--- config.mk ---
export PLATFORM = sky130hd
export DESIGN_NAME = floating_point_divider
export DESIGN_NICKNAME = d
export VERILOG_FILES = /design/src/rtl/floating_point_divider.sv
export SDC_FILE = /design/constraint.sdc
export NUM_CORES = 1
export LEC_CHECK = 0
export ABC_AREA = 1
export CAP_MARGIN = 10
export CORE_AREA = 3 3 166 135
export CTS_CLUSTER_SIZE = 24
export DETAILED_ROUTE_END_ITERATION = 7
export DIE_AREA = 0 0 169 138
export GPL_ROUTABILITY_DRIVEN = 0
export PLACE_DENSITY = 0.76
export SLEW_MARGIN = 10
export SYNTH_ARGS = -nofsm -noshare
export SYNTH_HDL_FRONTEND = slang
export SYNTH_SLANG_ARGS = --single-unit
--- constraint.sdc ---
create_clock -name clk -period 3.7 [get_ports clk]
set_input_delay 0.74 -clock clk [delete_from_list [all_inputs] [get_ports clk]]
set_output_delay 0.74 -clock clk [all_outputs]
set_load 0.05 [all_outputs]
--- src/rtl/floating_point_divider.sv ---
// Sequential IEEE-style floating-point divider: restoring mantissa division,
// one quotient bit per cycle, then a single normalise/round/pack cycle.
module floating_point_divider #(
  parameter int EXPONENT_WIDTH   = 8,
  parameter int MANTISSA_WIDTH   = 23,
  parameter int ROUND_TO_NEAREST = 1
) (
  input  logic                                   clk,
  input  logic                                   rst,
  input  logic                                   in_valid,
  output logic                                   in_ready,
  input  logic [EXPONENT_WIDTH+MANTISSA_WIDTH:0] a,
  input  logic [EXPONENT_WIDTH+MANTISSA_WIDTH:0] b,
  output logic                                   out_valid,
  input  logic                                   out_ready,
  output logic [EXPONENT_WIDTH+MANTISSA_WIDTH:0] out,
  output logic                                   underflow_flag,
  output logic                                   overflow_flag,
  output logic                                   invalid_operation_flag,
  output logic                                   divide_by_zero_flag
);

  localparam int E  = EXPONENT_WIDTH;
  localparam int M  = MANTISSA_WIDTH;
  localparam int W  = E + M + 1;
  localparam int XW = E + 2;
  localparam int CW = $clog2(M + 3);

  localparam logic [XW-1:0] BIAS      = XW'((1 << (E - 1)) - 1);
  localparam logic [XW-1:0] EXP_MAX   = XW'((1 << E) - 1);
  localparam logic [CW-1:0] LAST_STEP = CW'(M + 2);
  localparam logic [M-1:0]  QNAN_MAN  = (E == 4 && M == 3) ? {M{1'b1}} : {1'b1, {(M-1){1'b0}}};
  localparam logic [W-1:0]  QNAN      = {1'b1, {E{1'b1}}, QNAN_MAN};

  typedef enum logic [1:0] {IDLE, DIVIDE, ROUND, DONE} state_t;

  state_t          state_q, state_d;
  logic [CW-1:0]   count_q, count_d;
  logic [M+1:0]    remainder_q, remainder_d;
  logic [M:0]      divisor_q, divisor_d;
  logic [M+2:0]    quotient_q, quotient_d;
  logic [XW-1:0]   exponent_q, exponent_d;
  logic            sign_q, sign_d;
  logic [W-1:0]    out_q, out_d;
  logic [3:0]      flags_q, flags_d;

  logic            aSign, bSign;
  logic [E-1:0]    aExp, bExp;
  logic [M-1:0]    aMan, bMan;
  logic            aZero, bZero, aInf, bInf, aNan, bNan, aSnan, bSnan;
  logic            isSpecial;
  logic [W-1:0]    specialOut;
  logic [3:0]      specialFlags;

  assign aSign = a[W-1];
  assign bSign = b[W-1];
  assign aExp  = a[W-2:M];
  assign bExp  = b[W-2:M];
  assign aMan  = a[M-1:0];
  assign bMan  = b[M-1:0];

  // Subnormals carry no hidden bit here, so any zero exponent is a zero.
  assign aZero = (aExp == '0);
  assign bZero = (bExp == '0);
  assign aInf  = (aExp == {E{1'b1}}) && (aMan == '0);
  assign bInf  = (bExp == {E{1'b1}}) && (bMan == '0);
  assign aNan  = (aExp == {E{1'b1}}) && (aMan != '0);
  assign bNan  = (bExp == {E{1'b1}}) && (bMan != '0);
  assign aSnan = aNan && !aMan[M-1];
  assign bSnan = bNan && !bMan[M-1];

  // Flag vector order: {underflow, overflow, invalid, divide-by-zero}.
  always_comb begin
    isSpecial    = 1'b1;
    specialOut   = '0;
    specialFlags = '0;
    if (aNan || bNan) begin
      specialOut      = QNAN;
      specialFlags[1] = aSnan || bSnan;
    end else if ((aZero && bZero) || (aInf && bInf)) begin
      specialOut      = QNAN;
      specialFlags[1] = 1'b1;
    end else if (aInf) begin
      specialOut = {aSign ^ bSign, {E{1'b1}}, {M{1'b0}}};
    end else if (bZero) begin
      specialOut      = {aSign ^ bSign, {E{1'b1}}, {M{1'b0}}};
      specialFlags[0] = 1'b1;
    end else if (bInf || aZero) begin
      specialOut = {aSign ^ bSign, {(W-1){1'b0}}};
    end else begin
      isSpecial = 1'b0;
    end
  end

  logic            stepGeq;
  logic [M+1:0]    stepDiff, stepSel;

  assign stepGeq  = remainder_q >= {1'b0, divisor_q};
  assign stepDiff = remainder_q - {1'b0, divisor_q};
  assign stepSel  = stepGeq ? stepDiff : remainder_q;

  logic [M:0]      normMan;
  logic            guardBit, stickyBit, roundUp;
  logic [XW-1:0]   normExp, finalExp;
  logic [M+1:0]    rounded;
  logic [M-1:0]    fracOut;
  logic [W-1:0]    roundOut;
  logic [3:0]      roundFlags;

  // Quotient lies in (0.5, 2); a clear integer bit means one extra left shift.
  always_comb begin
    if (quotient_q[M+2]) begin
      normMan   = quotient_q[M+2:2];
      guardBit  = quotient_q[1];
      stickyBit = quotient_q[0] | (|remainder_q);
      normExp   = exponent_q;
    end else begin
      normMan   = quotient_q[M+1:1];
      guardBit  = quotient_q[0];
      stickyBit = |remainder_q;
      normExp   = exponent_q - XW'(1);
    end
    roundUp  = (ROUND_TO_NEAREST != 0) && guardBit && (stickyBit || normMan[0]);
    rounded  = {1'b0, normMan} + {{(M+1){1'b0}}, roundUp};
    finalExp = normExp + {{(XW-1){1'b0}}, rounded[M+1]};
    fracOut  = rounded[M+1] ? rounded[M:1] : rounded[M-1:0];

    roundOut   = {sign_q, finalExp[E-1:0], fracOut};
    roundFlags = '0;
    if (finalExp[XW-1] || (finalExp == '0)) begin
      roundOut   = {sign_q, {(W-1){1'b0}}};
      roundFlags = 4'b1000;
    end else if (finalExp >= EXP_MAX) begin
      roundOut   = {sign_q, {E{1'b1}}, {M{1'b0}}};
      roundFlags = 4'b0100;
    end
  end

  assign in_ready  = (state_q == IDLE) && !rst;
  assign out_valid = (state_q == DONE);
  assign out       = out_q;
  assign underflow_flag         = flags_q[3];
  assign overflow_flag          = flags_q[2];
  assign invalid_operation_flag = flags_q[1];
  assign divide_by_zero_flag    = flags_q[0];

  always_comb begin
    state_d     = state_q;
    count_d     = count_q;
    remainder_d = remainder_q;
    divisor_d   = divisor_q;
    quotient_d  = quotient_q;
    exponent_d  = exponent_q;
    sign_d      = sign_q;
    out_d       = out_q;
    flags_d     = flags_q;
    case (state_q)
      IDLE: begin
        if (in_valid && in_ready) begin
          sign_d = aSign ^ bSign;
          if (isSpecial) begin
            out_d   = specialOut;
            flags_d = specialFlags;
            state_d = DONE;
          end else begin
            count_d     = '0;
            remainder_d = {1'b0, 1'b1, aMan};
            divisor_d   = {1'b1, bMan};
            quotient_d  = '0;
            exponent_d  = {2'b00, aExp} - {2'b00, bExp} + BIAS;
            state_d     = DIVIDE;
          end
        end
      end
      DIVIDE: begin
        remainder_d = stepSel << 1;
        quotient_d  = {quotient_q[M+1:0], stepGeq};
        count_d     = count_q + CW'(1);
        if (count_q == LAST_STEP) begin
          state_d = ROUND;
        end
      end
      ROUND: begin
        out_d   = roundOut;
        flags_d = roundFlags;
        state_d = DONE;
      end
      DONE: begin
        if (out_ready) begin
          state_d = IDLE;
        end
      end
      default: state_d = IDLE;
    endcase
  end

  always_ff @(posedge clk) begin
    if (rst) begin
      state_q     <= IDLE;
      count_q     <= '0;
      remainder_q <= '0;
      divisor_q   <= '0;
      quotient_q  <= '0;
      exponent_q  <= '0;
      sign_q      <= 1'b0;
      out_q       <= '0;
      flags_q     <= '0;
    end else begin
      state_q     <= state_d;
      count_q     <= count_d;
      remainder_q <= remainder_d;
      divisor_q   <= divisor_d;
      quotient_q  <= quotient_d;
      exponent_q  <= exponent_d;
      sign_q      <= sign_d;
      out_q       <= out_d;
      flags_q     <= flags_d;
    end
  end

endmodule

Word level (Yosys, flattened, before mapping)
Index checks and enable logic that the tools add are counted.
{"block": "classes", "bitwise": 3, "reduce_logical": 36, "div": 0, "n_lt_le_gt_ge": 2, "shift": 0, "n_eq_ne": 11, "n_addsub": 7, "n_mux": 46, "mul": 0}
{"op": "32-bit 2-to-1 mux", "count": 7}
{"op": "32-bit one-hot mux with 2 select lines", "count": 1}
{"op": "31-bit 2-to-1 mux", "count": 2}
{"op": "26-bit 2-to-1 mux", "count": 2}
{"op": "26-bit one-hot mux with 2 select lines", "count": 1}
{"op": "25-bit 2-to-1 mux", "count": 2}
{"op": "25-bit one-hot mux with 2 select lines", "count": 1}
{"op": "24-bit 2-to-1 mux", "count": 2}
{"op": "23-bit logical NOT", "count": 2}
{"op": "23-bit nonzero test", "count": 2}
{"op": "24-bit by 1-bit adder with 25-bit output", "count": 1}
{"op": "25-bit by 24-bit greater-or-equal comparator with 1-bit output", "count": 1}
{"op": "25-bit OR reduction", "count": 1}
{"op": "24-bit subtractor", "count": 1}
{"op": "23-bit 2-to-1 mux", "count": 1}
{"op": "8-bit equality test, second input constant", "count": 2}
{"op": "8-bit logical NOT", "count": 2}
{"op": "1-bit 2-to-1 mux", "count": 13}
{"op": "4-bit 2-to-1 mux", "count": 3}
{"op": "3-bit AND reduction", "count": 4}
{"op": "1-bit logical AND", "count": 11}
{"op": "10-bit by 1-bit adder with 10-bit output", "count": 1}
{"op": "9-bit by 8-bit adder with 10-bit output, second input constant", "count": 1}
{"op": "10-bit by 8-bit greater-or-equal comparator with 1-bit output, second input constant", "count": 1}
{"op": "other kinds (24)", "count": 40}
{"block": "totals", "reg_bits": 129, "ram_bits": 0, "mem_count": 0, "mem_bits_ro": 0, "latchBits": 0}

Logic depth before layout (Yosys ltp)
{"block": "depth", "word_depth": 11, "ltp_mapped": 28, "mapped_depth_nobuf": 25}

Least setup slack after synthesis
Ideal clock, no wire load.
{"block": "synth_path", "kind": "flip-flop to flip-flop", "from": "reg quotient_q[25]", "to": "reg out_q[21] (netlist: out[21])", "slack_ns": 0.372, "arrival_ns": 3.258, "path_buffers": 4, "path_stages_with_launch": 28, "path_cell_list": "dfxtp_1 -> buf_6 -> buf_8 -> buf_8 -> o21ai_2 -> nand2_2 -> inv_1 -> ha_1 -> nand3_1 -> nor2_1 -> nand4_1 -> nor4_1 -> ha_1 -> inv_1 -> nor2_2 -> nand2_2 -> nor2_4 -> nand2_1 -> nor2_2 -> nand2_1 -> nand2_1 -> nand2_1 -> nand2_2 -> nand3_4 -> buf_6 -> nor2_1 -> nand3_1 -> a21oi_1"}
{"block": "synth_between", "elab_chain_cells": 9, "word_cells_on_any_way": 15}
{"element": "start, declared", "line": "41", "rtl": "logic [M+2:0] quotient_q, quotient_d;"}
{"element": "start signal, assigned", "line": "213", "rtl": "quotient_q <= quotient_d;"}
{"element": "1-bit 2-to-1 mux / 24-bit 2-to-1 mux (equally long branches)", "line": "112", "rtl": "if (quotient_q[M+2]) begin"}
{"element": "1-bit logical OR", "line": "123", "rtl": "roundUp = (ROUND_TO_NEAREST != 0) && guardBit && (stickyBit || normMan[0]);"}
{"element": "1-bit logical AND", "line": "123"}
{"element": "24-bit by 1-bit adder with 25-bit output", "line": "124", "rtl": "rounded = {1'b0, normMan} + {{(M+1){1'b0}}, roundUp};"}
{"element": "10-bit by 1-bit adder with 10-bit output", "line": "125", "rtl": "finalExp = normExp + {{(XW-1){1'b0}}, rounded[M+1]};"}
{"element": "10-bit by 8-bit greater-or-equal comparator with 1-bit output / 10-bit logical NOT (equally long branches)", "line": "133, 130"}
{"element": "31-bit 2-to-1 mux / 1-bit logical OR (equally long branches)", "line": "133, 130"}
{"element": "31-bit 2-to-1 mux *", "line": "130", "rtl": "if (finalExp[XW-1] || (finalExp == '0)) begin"}
{"element": "32-bit one-hot mux with 2 select lines *", "line": "157", "rtl": "case (state_q)"}
{"element": "end signal, assigned", "line": "216", "rtl": "out_q <= out_d;"}
{"element": "end, declared", "line": "44", "rtl": "logic [W-1:0] out_q, out_d;"}
Every way passes the cells marked *; elsewhere a longest branch is shown, timed or not.
A chain may end at the register's enable or synchronous reset.

Worst setup path after layout
{"block": "layout_path", "from": "reg quotient_q[25]", "to": "reg out_q[3] (netlist: out[3])"}
Same word-level chain as after synthesis.

==> results.sh <==
export IMPL_whs_path_depth=2
export IMPL_die_w_um=169
export IMPL_tns_ns=-0.879
export IMPL_maxCapViolations=0
export IMPL_io_pins=106
export IMPL_grt_antenna_before_repair=0
export IMPL_yosysTopAreaCellShare_pct=27.6
export IMPL_rsz0062_at_grt="yes"
export IMPL_r2r_start="quotient_q[25]$_SDFFE_PP0P_"
export IMPL_fin_crit_ns=3.79
export IMPL_grt_usage_pct=23.1
export IMPL_yosysTopAreaCell="dfxtp_1"
export IMPL_worst_slack_ns=-0.0931
export IMPL_start_util_pct=45.0
export IMPL_tightest_slew_ns=0.746
export IMPL_clock_skew_ns=0.0103
export IMPL_numCtsBuffers=17
export IMPL_synth_nets=1563
export IMPL_rrSetupSlack_ns=-0.09
export IMPL_ys_seq_elements=129
export IMPL_cp_required_ns=3.98
export IMPL_hold_viol_final=0
export IMPL_clk_path_buf_depth=2
export IMPL_synthArstFlopShare_pct=0
export IMPL_htreeDepth=4
export IMPL_via_per_inst=5.55
export IMPL_drt_iter0_markers=1012
export IMPL_drive_above_1_share_pct=14.0
export IMPL_min_from="out[16]$_SDFFE_PP0P_"
export IMPL_synth_most_common_cell="nand2_1"
export IMPL_r2r_end="out[3]$_SDFFE_PP0P_"
export IMPL_syn_inst=1450
export IMPL_wl_per_cell_um=15.5
export IMPL_area_growth_pct=27.6
export IMPL_netlist_area_mm2=0.00935
export IMPL_grt_max_degree=64
export IMPL_hold_buffers=0
export IMPL_synth_edf_count=0
export IMPL_wl_um=28800
export IMPL_die_area_mm2=0.0233
export IMPL_rows=47
export IMPL_end_kind="flip-flop"
export IMPL_p_leak_uw=0.00481
export IMPL_vias=10350
export IMPL_yosysWarnings=0
export IMPL_final_cells=1864
export IMPL_synth_distinct_cells=56
export IMPL_dp_cells=1815
export IMPL_clkSinkCount=129
export IMPL_p_per_area_mw_per_mm2=713
export IMPL_root_buffer="clkbuf_16"
export IMPL_clk_latency_ns=0.43
export IMPL_gr_total_overflow=0
export IMPL_clkTransAtPathRegs_ns=0.06
export IMPL_crit_type="reg -> reg"
export IMPL_ys_top_cells_by_count="nand2_1 (325), a21oi_1 (188), inv_1 (145)"
export IMPL_startpoint="quotient_q[25]$_SDFFE_PP0P_"
export IMPL_die_height_um=138
export IMPL_port_buffers=105
export IMPL_avgSynthCellArea_um2=6.45
export IMPL_synth_area_top_cells="dfxtp_1 (28%), nand2_1 (13%), a21oi_1 (10%)"
export IMPL_n_antenna_cell=0
export IMPL_critPathArrivalTime_ns=4.08
export IMPL_slew_violations=0
export IMPL_ys_seq_area_share_pct=27.6
export IMPL_violations="negative setup slack"
export IMPL_r2r_cells=27
export IMPL_fmax_ghz=0.264
export IMPL_final_nets=1696
export IMPL_setup_viol=19
export IMPL_status="complete, but fails checks"
export IMPL_core_area_mm2=0.0208
export IMPL_cts_tree="done"
export IMPL_dr_pass1_iters=6
export IMPL_critical_path_peak_fanout=8
export IMPL_slew_headroom_pct=50.3
export IMPL_hold_class="reg -> reg"
export IMPL_drc_errors=0
export IMPL_startpoint_type="flip-flop"
export IMPL_ir_drop_uv=441
export IMPL_grt_pass1_wl_um=45400
export IMPL_ant_nets=0
export IMPL_dp_hpwl_um=20100
export IMPL_worstHoldEndpoint="out[16]$_SDFFE_PP0P_"
export IMPL_grt_pass1_vias=9416
export IMPL_ys_flop_type="dfxtp_1"
export IMPL_period_share_pct=103
## per-stage QoR
stage / total power, uW / setup slack [ns] / hold WS (ns) / utilization (%) / area [um^2]
after floorplan: 5050 / 0.372 / 0.433 / - / 9350
after global placement: 6090 / -0.211 / 0.451 / 52.0 / 10800
after detailed placement: 6160 / -0.382 / 0.459 / 52.0 / 10800
after CTS: 8180 / 0.0285 / 0.468 / 55.3 / 11500
after global routing: 9040 / -0.364 / 0.475 / 57.5 / 11900
final: 8510 / -0.0931 / 0.462 / 57.5 / 11900
## power breakdown
| part | leakage [uW] | total, uW | internal (uW) | switching, uW |
|---|---|---|---|---|
| combinational | 0.00345 | 4770 | 1630 | 3140 |
| clock | 0.000315 | 1950 | 1260 | 694 |
| sequential | 0.00105 | 1790 | 1610 | 175 |
| total | 0.00481 | 8510 | 4500 | 4010 |
## area by class of cell
class,count,area (um^2)
Multi-Input combinational cell,1110,6120
Fill cell,1912,8830
Tap cell,269,337
Inverter,156,594
Sequential cell,129,2590
Timing Repair Buffer,169,1630
Clock buffer,17,425
Clock inverter,14,239
## worst max path at each step
stage	end	slack, ns	cells after the start
after floorplan	out[21]$_SDFFE_PP0P_	0.37	27
after detailed placement	out[23]$_SDFFE_PP0P_	-0.38	22
after global placement	out[23]$_SDFFE_PP0P_	-0.21	27
after global routing	out[3]$_SDFFE_PP0P_	-0.36	27
after CTS	out[24]$_SDFFE_PP0P_	0.03	22
final	out[3]$_SDFFE_PP0P_	-0.09	27
## cells by family (layout without fill, tap and decap cells)
kind of cell	after synthesis	count (layout)	synth area share [%]
AND/OR/NAND/NOR	644	645	30.7
buffers and inverters	212	356	9.73
AO/OA/AOI/OAI	374	374	21.4
XOR/XNOR	46	46	4.31
adder cells (fa/ha/maj)	45	45	6.18
flip-flops	129	129	27.6
## worst max-delay path, cell delays in order (launching register included)
cell	delay, ns
dfxtp_4	0.40
clkbuf_16	0.18
o21ai_4	0.16
inv_2	0.07
nor2_4	0.12
nand2_2	0.09
nor2_4	0.12
nand3_2	0.08
nor2_2	0.13
nand4_1	0.13
nor4_4	0.28
buf_4	0.17
ha_4	0.14
inv_2	0.04
nor2_4	0.09
nand2_2	0.08
nor2_4	0.13
nand2_2	0.09
nor2_4	0.13
nand4_1	0.11
nand2_1	0.12
nand2_2	0.10
buf_6	0.13
nand3_4	0.14
clkbuf_16	0.20
nor2_2	0.04
nand3_1	0.07
a21oi_1	0.08
## layout by cell type, fill, tap and decap left out, types with 3 or more instances in the layout
cell type	Yosys	final
a21oi_1	188	180
o21ai_1	21	18
o21ai_2	8	13
buf_6	8	6
clkdlybuf4s50_1	0	104
a21boi_0	4	4
a22oi_1	3	3
nand3_4	2	3
clkinv_2	1	3
buf_4	4	53
clkinvlp_4	0	3
inv_2	7	9
dfxtp_1	129	128
nor2_4	4	19
o211ai_1	5	5
nand2_2	22	26
o21bai_1	5	5
nor2_1	141	131
inv_1	145	143
nor3_1	13	13
nor2_2	22	18
or2_2	3	3
xor2_1	25	25
clkinv_4	0	3
ha_1	43	41
a21o_1	5	5
clkbuf_16	0	20
bufinv_16	0	6
nand2_1	325	319
a31oi_1	6	6
o21ai_0	119	117
a21oi_2	0	8
xnor2_1	21	21
nand4_1	25	25
nand3_2	3	11
nor4_1	7	6
nand3_1	64	55
## layer usage
layer	global-route usage [%]	wire (um)
met1	32.1	13100
met2	36.5	13000
met3	5.02	2130
met4	5.94	631
met5	0	0
## sequential cells by signal (all words and copies together), names as in the netlist
| name | flops |
|---|---|
| quotient_q | 26 |
| out | 32 |
| flags_q | 4 |
| exponent_q | 10 |
| count_q | 5 |
| sign_q | 1 |
| remainder_q | 25 |
| state_q | 2 |
| divisor_q | 24 |
## repair_timing
action                                  in CTS  in global routing
buffers inserted                             0                 14
endpoints found under the setup margin      31                 33
gates resized for setup                      3                 70
pin swaps                                    1                 39
gates cloned                                 1                  3
Power figures use the tool's default switching activity.
==> patch 1, RTL diff (config.mk and constraints unchanged) <==
The 4 states of `state_t` get a one-hot encoding in 4 bits.
--- a/src/rtl/floating_point_divider.sv
+++ b/src/rtl/floating_point_divider.sv
@@ -32,7 +32,7 @@
   localparam logic [M-1:0]  QNAN_MAN  = (E == 4 && M == 3) ? {M{1'b1}} : {1'b1, {(M-1){1'b0}}};
   localparam logic [W-1:0]  QNAN      = {1'b1, {E{1'b1}}, QNAN_MAN};
 
-  typedef enum logic [1:0] {IDLE, DIVIDE, ROUND, DONE} state_t;
+  typedef enum logic [3:0] {IDLE = 4'b0001, DIVIDE = 4'b0010, ROUND = 4'b0100, DONE = 4'b1000} state_t;
 
   state_t          state_q, state_d;
   logic [CW-1:0]   count_q, count_d;
Formal check against the unedited RTL: no difference found for any inputs over 4 cycles, from zero or initial values and one cycle with rst high; so few cycles prove little.
==> patch 1 against the original RTL <==
  * The run ends with DRC, setup timing left
  * First-iteration DRC count rose by 38%
  * Fmax rose by 0.12%
  * Worst setup slack improved by 0.0044 ns
  * Wire length rose by 5.5%
  * Area after synthesis rose by 0.67%
  * Final cell count rose by 4.9%
  * Global-route usage rose by 0.74 points
  * Final area rose by 3.2%
  * Sequential cell count rose by 2
  * Critical endpoint is now out[23]$_SDFFE_PP0P_
  * Largest cell class unchanged
Power is not compared: it rests on default switching activity, and its combinational part moved more than twofold at a synthesized area within 25%.
==> patch 1: results (changes against the original RTL) <==
run_status:
  status: "finished, violations left"
  failed_checks: "DRC, setup timing"
critical_path:
  cp_max_fo: 6  # -2
  rr_endpoint: "out[23]$_SDFFE_PP0P_"
final_layout:
  n_all_buffers: 190  # +12%
  nonClockInverterCount: 186  # +19%
  bufAreaShareNonClock: 0.147  # +0.0105
  clk_share: 0.0502  # -0.00549
  final_cells: 1955  # +4.9%
  multiInputGateArea_mm2: 0.00619  # +1.2%
  multi_input_gates: 1146  # +3.2%
  drive_gt1_frac: 0.140  # +0.000247
  nets: 1781  # +5.0%
  area_growth_pct: 30.8
  fillers: 1815  # -5.1%
  seq_share: 0.213  # -0.00349
routing:
  wl_met1_um: 13900  # +6.1%
  vias: 10764  # +4.0%
  firstDrtPassIters: 8  # +2
  routed_wl_um: 30400  # +5.5%
  drc: 2  # +2
  drt_iter0_markers: 1399  # +38%
  met3_length_um: 2740  # +29%
min_path:
  hold_end: "sign_q$_SDFFE_PP0P_"
  hold_path_startpoint: "sign_q$_SDFFE_PP0P_"
yosys:
  yosys.area_share.adder: 0.0561  # -0.00573
  synth_compound_area_frac: 0.185  # -0.0287
  synthXorXnorAreaFrac: 0.0382  # -0.00494
  synth_area_mm2: 0.00941  # +0.67%
  yosys.cell_types.count: 51  # -8.9%
  postSynthAreaPerCell_um2: 6.20  # -3.8%
  ys_top_cells_by_area: "dfxtp_1 (28%), nand2_1 (15%), nor2_1 (7.6%)"
  yosys-top-cells-count: "nand2_1 (380), nor2_1 (191), inv_1 (173)"
  syn_nets: 1627  # +4.1%
  yosysSeqAreaShare: 0.279  # +0.00242
placement:
  pre_cts_slack_ns: -0.220  # +0.162 ns
  dpl-instance-area_mm2: 0.0110  # +2.3%
  dp_hpwl_um: 21100  # +4.9%
  placed_cells: 1902  # +4.8%
timing:
  setup_ws_ns: -0.0887  # +0.00440 ns
  relSlewSlack: 0.497  # -0.00620
  hold_slack_ns: 0.468  # +0.00570 ns
  tns_ns: -0.578  # +0.301 ns
  clock_skew_ns: 0.00982  # -0.000527 ns
  setup_viol: 21  # +2
global_route:
  grt_use_total: 0.238  # +0.00738
  grt.met2_usage: 0.355  # -0.00930
  grt_start_max_net_pins: 69  # +7.8%
  grt_pass1_wl_um: 46500  # +2.4%
  use_met3: 0.0545  # +0.00428
## patch 1: changes by cell type after synthesis, sizes merged, moves of 8 or more
cell | unedited run | this run
xnor2 | 21 | 9
a21oi | 188 | 138
nor2 | 167 | 200
inv | 153 | 179
nand3 | 69 | 97
o21ai | 149 | 124
o221ai | 0 | 16
a211oi | 2 | 10
nand2 | 347 | 387
## patch 1: timing repair
| item | CTS | global route |
|---|---|---|
| gates resized for setup | 18 | 99 |
| setup endpoints to repair | 33 | 33 |
| gates cloned | 0 | 8 |
| pin swaps | 2 | 35 |
| setup buffers | 4 | 8 |
## patch 1: worst max-delay path by stage
stage	to	slack (ns)	depth (start not counted)
CTS	out[18]$_SDFFE_PP0P_	-0.01	26
global placement	flags_q[2]$_SDFFE_PP0P_	-0.04	25
detailed placement	out[6]$_SDFFE_PP0P_	-0.22	28
floorplan	out[4]$_SDFFE_PP0P_	0.18	26
finish	out[23]$_SDFFE_PP0P_	-0.09	27
global route	out[23]$_SDFFE_PP0P_	-0.30	28
==> patch 2, RTL diff (same settings) <==
Made on the original files. Set the parameter `EXPONENT_WIDTH` to 12 (it was 8).
--- a/src/rtl/floating_point_divider.sv
+++ b/src/rtl/floating_point_divider.sv
@@ -1,7 +1,7 @@
 // Sequential IEEE-style floating-point divider: restoring mantissa division,
 // one quotient bit per cycle, then a single normalise/round/pack cycle.
 module floating_point_divider #(
-  parameter int EXPONENT_WIDTH   = 8,
+  parameter int EXPONENT_WIDTH   = 12,
   parameter int MANTISSA_WIDTH   = 23,
   parameter int ROUND_TO_NEAREST = 1
 ) (
Ports: changed (resized a, b and out); port bits go from 106 to 118. The function was not compared with the original's and may differ.
==> patch 2 against the original RTL <==
  * The run still ends with setup timing left
  * Critical path depth grew 2
  * Count of clock-buffer cells in the layout grew 5
  * Die area is the same
  * Sequential cell count grew 8
  * Worst setup slack lost 0.063 ns
  * Core utilization grew 4.9 points
  * Area after synthesis grew 6.5%
  * Total power grew 4.5%
  * Wire length grew 8.0%
  * Sequential power grew 7%
  * Final area grew 8.5%
  * Clock power shrank 9.7%
==> patch 2: results (changes against the original RTL) <==
timing:
  clock_skew_ns: 0.0110  # +0.000621 ns
  setup_ws_ns: -0.156  # -0.0627 ns
  setup_viol: 35  # +16
global_route:
  grt_start_max_net_pins: 76  # +19%
  grt_pass1_vias: 10392  # +10%
  grt_use_total: 0.257  # +0.0259
  use_met3: 0.0651  # +0.0148
placement:
  pre_cts_slack_ns: -0.226  # +0.156 ns
  numPortBuffers: 117  # +11%
yosys:
  synthXorXnorAreaFrac: 0.0405  # -0.00262
  ys_top_cells_by_area: "dfxtp_1 (28%), nand2_1 (14%), a21oi_1 (8.4%)"
  yosys.area_share.adder: 0.0631  # +0.00127
final_layout:
  largest_reg_flops: 36  # +13%
  drive_gt1_frac: 0.119  # -0.0209
run_status:
  status: "finished, violations left"
  failed_checks: "setup timing"
routing:
  wl_met2_um: 13600  # +4.6%
  wl_per_cell_um: 15.2  # -1.9%
  avgViaCountPerCell: 5.53  # -0.46%
  met3_length_um: 2780  # +31%
  drt_iter0_markers: 1151  # +14%
critical_path:
  cp_max_fo: 5  # -3
  cp_slowest_stage_delay_ns: 0.38  # -0.02 ns
  cp.arrival_ns: 4.22  # +0.14 ns
  cp-endpoint: "out[15]$_SDFFE_PP0P_"
  rrSetupSlack_ns: -0.16  # -0.06 ns
pwr:
  peakVddDrop_mv: 0.484  # +9.8%
-- patch 2: cell types whose count changed after synthesis, moves of 8 or more --
cell / before / now
nor2_2: 22 / 5
nand2_2: 22 / 2
nor2_1: 141 / 176
a21oi_1: 188 / 168
dfxtp_1: 129 / 137
o21ai_0: 119 / 156
o21a_1: 1 / 11
o21ai_2: 8 / 0
nand2_1: 325 / 363
o21ai_1: 21 / 10
nand4_1: 25 / 50
clkbuf_1: 33 / 42
inv_1: 145 / 194
-- patch 2: kinds of logic after synthesis --
family | after synthesis
and+or+nand+nor | 710
AOI/OAI and AO/OA | 387
buffers and inverters | 267
DFF | 137
adders and majority gates | 49
xor gates and xnor gates | 46
-- patch 2: timing repair --
| action | 4_1_cts | 5_1_grt |
|---|---|---|
| pin swaps | 17 | 29 |
| gates resized for setup | 42 | 33 |
| buffers inserted | 17 | 7 |
| setup endpoints to repair | 37 | 37 |
| gates cloned | 1 | 2 |
-- patch 2: power by group --
part / total [mW] / internal, mW / switching, mW / leakage (nW)
registers: 1.92 / 1.73 / 0.194 / 1.12
clock network: 1.76 / 1.06 / 0.695 / 0.281
logic: 5.21 / 1.84 / 3.37 / 4.11
-- patch 2: how the worst min path moves through the flow --
stage                                    start  slack (ns)                    endpoint
floorplan           divisor_q[10]$_SDFFE_PP0P_        0.43  divisor_q[10]$_SDFFE_PP0P_
detailed placement         sign_q$_SDFFE_PP0P_        0.46         sign_q$_SDFFE_PP0P_
finish                     sign_q$_SDFFE_PP0P_        0.46         sign_q$_SDFFE_PP0P_
CTS                        sign_q$_SDFFE_PP0P_        0.46         sign_q$_SDFFE_PP0P_
global placement    divisor_q[19]$_SDFFE_PP0P_        0.45  divisor_q[19]$_SDFFE_PP0P_
global route               out[5]$_SDFFE_PP0P_        0.49         out[5]$_SDFFE_PP0P_
-- patch 2: area by class of cell --
cell class / instances / area [um2] / share of cell area
Inverter: 207 / 790 / 0.0610
Timing Repair Buffer: 215 / 2050 / 0.158
Tap cell: 269 / 337 / 0.0260
Clock buffer: 22 / 484 / 0.0374
Clock inverter: 10 / 116 / 0.00899
Sequential cell: 137 / 2750 / 0.212
Multi-Input combinational cell: 1192 / 6420 / 0.496
-- patch 2: through the flow --
step / area, um2 / total power, mW / hold WS, ns
6_report: 12900 / 8.89 / 0.464
5_1_grt: 12900 / 9.49 / 0.485
4_1_cts: 12700 / 8.60 / 0.464
3_5_place_dp: 11800 / 6.64 / 0.456
3_3_place_gp: 11800 / 6.54 / 0.452
2_1_floorplan: 9980 / 5.33 / 0.433
-- patch 2: critical path, delay by kind of cell, from the launching register on --
family                   cells  cell delay (ns)
AO/OA/AOI/OAI                3             0.37
adder cells (fa/ha/maj)      3             0.46
buffers and inverters        6             0.70
flip-flops                   1             0.38
AND/OR/NAND/NOR             17             1.88
